### config.mk
export PLATFORM = sky130hd
export DESIGN_NAME = serial_adder
export DESIGN_NICKNAME = d
export VERILOG_FILES = /design/src/rtl/serial_adder_pkg.sv /design/src/rtl/fa_cell.sv /design/src/rtl/serial_adder.sv
export SDC_FILE = /design/constraint.sdc
export NUM_CORES = 1
export LEC_CHECK = 0
export CORE_MARGIN = 3
export CORE_UTILIZATION = 45
export CTS_CLUSTER_DIAMETER = 50
export DETAILED_ROUTE_END_ITERATION = 8
export GPL_TIMING_DRIVEN = 0
export HOLD_SLACK_MARGIN = 0.06
export PLACE_DENSITY_LB_ADDON = 0.2
export REMOVE_ABC_BUFFERS = 1
export SETUP_SLACK_MARGIN = 0.5
export SYNTH_ARGS = -nofsm -noshare
export SYNTH_HDL_FRONTEND = slang
export SYNTH_SLANG_ARGS = --single-unit
### constraint.sdc
create_clock -name clk -period 2.4 [get_ports clk]
set_input_delay 0.48 -clock clk [delete_from_list [all_inputs] [get_ports clk]]
set_output_delay 0.48 -clock clk [all_outputs]
set_load 0.1 [all_outputs]
### src/rtl/serial_adder_pkg.sv
// rtl/serial_adder_pkg.sv - shared types and sizing helpers for the bit-serial adder
package serial_adder_pkg;

    typedef enum logic [1:0] {
        IDLE,
        RUN,
        DONE
    } state_e;

    localparam int MIN_WIDTH = 2;
    localparam int MAX_WIDTH = 64;

    // A 2-bit operand still needs one counter bit to tell bit 0 from bit 1.
    function automatic int cnt_width(input int width);
        return (width <= MIN_WIDTH) ? 1 : $clog2(width);
    endfunction

endpackage

### src/rtl/fa_cell.sv
// rtl/fa_cell.sv - combinational 1-bit full adder from two half-adder stages
module fa_cell (
    input  logic a,
    input  logic b,
    input  logic ci,
    output logic s,
    output logic co
);

    logic hs1;
    logic hc1;
    logic hc2;

    assign hs1 = a ^ b;
    assign hc1 = a & b;
    assign s   = hs1 ^ ci;
    assign hc2 = hs1 & ci;
    assign co  = hc1 | hc2;

endmodule

### src/rtl/serial_adder.sv
// rtl/serial_adder.sv - LSB-first bit-serial add/subtract with start/busy/done handshake
module serial_adder
    import serial_adder_pkg::*;
#(
    parameter int WIDTH = 8
) (
    input  logic             clk,
    input  logic             rst,
    input  logic             start,
    input  logic             sub,
    input  logic [WIDTH-1:0] a,
    input  logic [WIDTH-1:0] b,
    output logic             busy,
    output logic             done,
    output logic [WIDTH-1:0] sum,
    output logic             cout,
    output logic             ovf
);

    localparam int               CNT_W    = cnt_width(WIDTH);
    localparam logic [CNT_W-1:0] LAST_BIT = CNT_W'(WIDTH - 1);

    state_e           state_q, state_d;
    logic [WIDTH-1:0] opa_q, opa_d;
    logic [WIDTH-1:0] opb_q, opb_d;
    logic [WIDTH-1:0] part_q, part_d;
    logic [WIDTH-1:0] sum_q, sum_d;
    logic             carry_q, carry_d;
    logic             cout_q, cout_d;
    logic             ovf_q, ovf_d;
    logic [CNT_W-1:0] cnt_q, cnt_d;
    logic             fa_s;
    logic             fa_co;

    fa_cell u_fa (
        .a  (opa_q[0]),
        .b  (opb_q[0]),
        .ci (carry_q),
        .s  (fa_s),
        .co (fa_co)
    );

    always_comb begin
        state_d = state_q;
        opa_d   = opa_q;
        opb_d   = opb_q;
        part_d  = part_q;
        sum_d   = sum_q;
        carry_d = carry_q;
        cout_d  = cout_q;
        ovf_d   = ovf_q;
        cnt_d   = cnt_q;
        case (state_q)
            IDLE: begin
                if (start) begin
                    // Subtraction is a + ~b + 1: invert B and seed the carry with 1.
                    opa_d   = a;
                    opb_d   = sub ? ~b : b;
                    carry_d = sub;
                    cnt_d   = '0;
                    state_d = RUN;
                end
            end
            RUN: begin
                opa_d   = opa_q >> 1;
                opb_d   = opb_q >> 1;
                part_d  = WIDTH'({fa_s, part_q} >> 1);
                carry_d = fa_co;
                cnt_d   = cnt_q + CNT_W'(1);
                if (cnt_q == LAST_BIT) begin
                    // carry_q here is the carry into the MSB, fa_co the carry out of it.
                    sum_d   = part_d;
                    cout_d  = fa_co;
                    ovf_d   = carry_q ^ fa_co;
                    state_d = DONE;
                end
            end
            DONE: begin
                state_d = IDLE;
            end
            default: begin
                state_d = IDLE;
            end
        endcase
    end

    always_ff @(posedge clk or posedge rst) begin
        if (rst) begin
            state_q <= IDLE;
            opa_q   <= '0;
            opb_q   <= '0;
            part_q  <= '0;
            sum_q   <= '0;
            carry_q <= 1'b0;
            cout_q  <= 1'b0;
            ovf_q   <= 1'b0;
            cnt_q   <= '0;
        end else begin
            state_q <= state_d;
            opa_q   <= opa_d;
            opb_q   <= opb_d;
            part_q  <= part_d;
            sum_q   <= sum_d;
            carry_q <= carry_d;
            cout_q  <= cout_d;
            ovf_q   <= ovf_d;
            cnt_q   <= cnt_d;
        end
    end

    assign busy = (state_q == RUN);
    assign done = (state_q == DONE);
    assign sum  = sum_q;
    assign cout = cout_q;
    assign ovf  = ovf_q;

endmodule

==> flow_summary.json <==
{
  "ioPinCount": 32,
  "nFillCells": 302,
  "dpl.hpwl_um": 2040,
  "pwr-share-seq_pct": 36.2,
  "holdWs_ns": 0.477,
  "grtUsageTotal_pct": 15.4,
  "drive_gt1_share_pct": 24.4,
  "r2r_start": "state_q[0]$_DFFE_PP0P_",
  "r2r_cells": 2,
  "cts_tree": "done",
  "postLayoutCellArea_um2": 2200,
  "drt-vias-per-instance": 5.34,
  "clock_skew_ns": 0.00738,
  "drv_slew": 0,
  "grt_pass1_wl_um": 5260,
  "p_leak_nw": 1.01,
  "r2r_slack_ns": 0.74,
  "synthArstFlopShare_pct": 100,
  "num_rows": 21,
  "setup_viol": 0,
  "core_area_um2": 3490,
  "detail-route-antenna-nets": 0,
  "cts_buffers": 5,
  "netlist_area_um2": 1720,
  "hold_start": "ovf$_DFFE_PP0P_",
  "ys_seq_area_share_pct": 56.9,
  "drt_first_pass_iters": 4,
  "fmax_ghz": 0.509,
  "p_comb_share_pct": 48.6,
  "grt_max_degree": 40,
  "clk_latency_ns": 0.28,
  "fp.dieW_um": 67.7,
  "avgSynthCellArea_um2": 13.0,
  "dieArea_um2": 4590,
  "overflow": 0,
  "cp_data_required_time_ns": 1.92,
  "ir_drop_uv": 566,
  "slew_headroom_pct": 44.8,
  "io_buffers": 31,
  "tns_ns": 0,
  "hold_depth": 2,
  "ys_types": 24,
  "tightest_slew_ns": 0.828,
  "rsz0062_at_grt": "yes",
  "yosys_warnings": 0,
  "path_clk_slew_ns": 0.07,
  "cp.arrival_ns": 1.49,
  "grt_pass1_vias": 1137,
  "powerDensity_nw_per_um2": 1420,
  "wl_um": 3090,
  "syn_inst": 132,
  "synth.area.top_cells": "dfrtp_1, mux2_1, mux2_2",
  "synth_edf_count": 0,
  "internal_power_mw": 1.75,
  "drv_cap": 0,
  "whs_endpoint": "ovf$_DFFE_PP0P_",
  "p_sw_mw": 1.37,
  "antenna_cells": 0,
  "areaGrowthSynthToFinish_pct": 28.1,
  "cts_max_path_buffers": 2,
  "ctsHtreeMaxLevel": 2,
  "drt_iter0_markers": 30,
  "ys_ff_latch": 39,
  "post_dp_cell_area_um2": 2010,
  "synth_most_common_cell": "dfrtp_1",
  "ys.flop_type": "dfrtp_1",
  "start_util_pct": 49.1,
  "worstPathMaxFanout": 21,
  "place.gp.congestion": 0.746,
  "cp-end-kind": "output port",
  "cts.sinks": 39,
  "synth_top_cell_by_area": "dfrtp_1",
  "fin_crit_ns": 1.97,
  "report.final.hold_viol_count": 0,
  "fin_nets": 190,
  "critPathKind": "reg2out",
  "vias": 1143,
  "status": "complete, no violations",
  "drc": 0,
  "yosys-top-cells-count": "dfrtp_1, mux2_1, nand2_1, o21ai_0",
  "crit_path_start_kind": "register",
  "sw_frac_of_total_pct": 44.0,
  "die_y_um": 67.7,
  "pwr-share-clk_pct": 15.2,
  "finalCritPeriodShare_pct": 81.9,
  "grt_antenna_before_repair": 0,
  "fin_cells": 214,
  "cts_hold_buf": 0,
  "clk_root_buffer_cell": "clkbuf_8",
  "avgRoutedWirePerCell_um": 14.4,
  "placed_cells": 199,
  "reg2reg_to": "cnt_q[0]$_DFFE_PP0P_",
  "min_path_type": "reg2reg",
  "synth_top_area_share_pct": 56.9,
  "final_util_pct": 62.9
}
==> state kept, by name (all words and copies together), names as in the netlist <==
name,cells
cout,1
state_q,2
cnt_q,3
part_q,7
opb_q,8
opa_q,8
sum,8
ovf,1
carry_q,1
==> placed cells by master (no fill, tap or decap), drive strengths merged <==
master and count:
dfrtp 39, clkdlybuf4s50 19, mux2 17, clkdlybuf4s15 10, nand2 9, o21ai 9
buf 9, xor2 8, a22oi 8, clkbuf 8, and3 7, a221o 7
a22o 3, inv 3, ha 2, nor2b 2, o21bai 1, and2 1
nand3b 1, xnor2 1, a32o 1, nor2 1, a21oi 1, fa 1
==> power groups by stage <==
stage / clock, mW / combinational (mW) / sequential [mW]
finish: 0.474 / 1.52 / 1.13
global route: 0.524 / 1.63 / 1.17
CTS: 0.486 / 1.45 / 1.14
detailed placement: 0 / 1.47 / 1.14
global placement: 0 / 1.42 / 1.13
floorplan: 0 / 0.582 / 1.65
==> cells by family (layout without fill, tap and decap cells) <==
| kind of cell | after synthesis | in the layout | share of synthesized area (%) |
|---|---|---|---|
| flops | 39 | 39 | 56.9 |
| compound gates | 30 | 30 | 13.1 |
| simple gates | 21 | 21 | 7.00 |
| mux | 17 | 17 | 11.2 |
| buf+inv | 13 | 49 | 4.67 |
| xor+xnor | 9 | 9 | 4.60 |
| fa+ha+maj | 3 | 3 | 2.63 |
==> timing repair <==
item	in CTS	in global routing
setup buffers	0	7
resized for setup	47	3
endpoints found under the setup margin	40	10
==> layer usage <==
metal / wire length (µm) / global-route usage [%] / vias up
met5: 0 / 0 / -
met4: 33 / 5.32 / 0
met3: 177 / 4.16 / 5
met2: 1510 / 24.5 / 34
met1: 1370 / 20.3 / 565
li1: - / - / 539
==> stage by stage <==
step	power [mW]	setup WS (ns)
after global routing	3.32	0.357
after floorplan	2.23	-0.597
after global placement	2.55	-0.906
after detailed placement	2.60	-0.882
final	3.12	0.434
after CTS	3.07	0.266
==> worst max-delay path: stages (launching register included) <==
cell and delay, ns:
dfrtp_4 0.57, nor2b_4 0.30, buf_4 0.33
==> layout make-up <==
| class | instances | area, µm² | area share [%] |
|---|---|---|---|
| multi-input combinational | 80 | 673 | 30.6 |
| inverter | 3 | 11.3 | 0.513 |
| tap | 46 | 57.6 | 2.62 |
| timing repair buffer | 38 | 374 | 17.0 |
| clock buffer | 8 | 100 | 4.56 |
| sequential | 39 | 981 | 44.6 |
==> worst max-delay path by stage <==
stage | endpoint | start
3_3_place_gp | busy | state_q[0]$_DFFE_PP0P_
5_1_grt | busy | state_q[0]$_DFFE_PP0P_
2_1_floorplan | part_q[1]$_DFFE_PP0P_ | state_q[0]$_DFFE_PP0P_
3_5_place_dp | busy | state_q[0]$_DFFE_PP0P_
6_report | busy | state_q[0]$_DFFE_PP0P_
4_1_cts | busy | state_q[0]$_DFFE_PP0P_
Power figures use the tool's default switching activity.
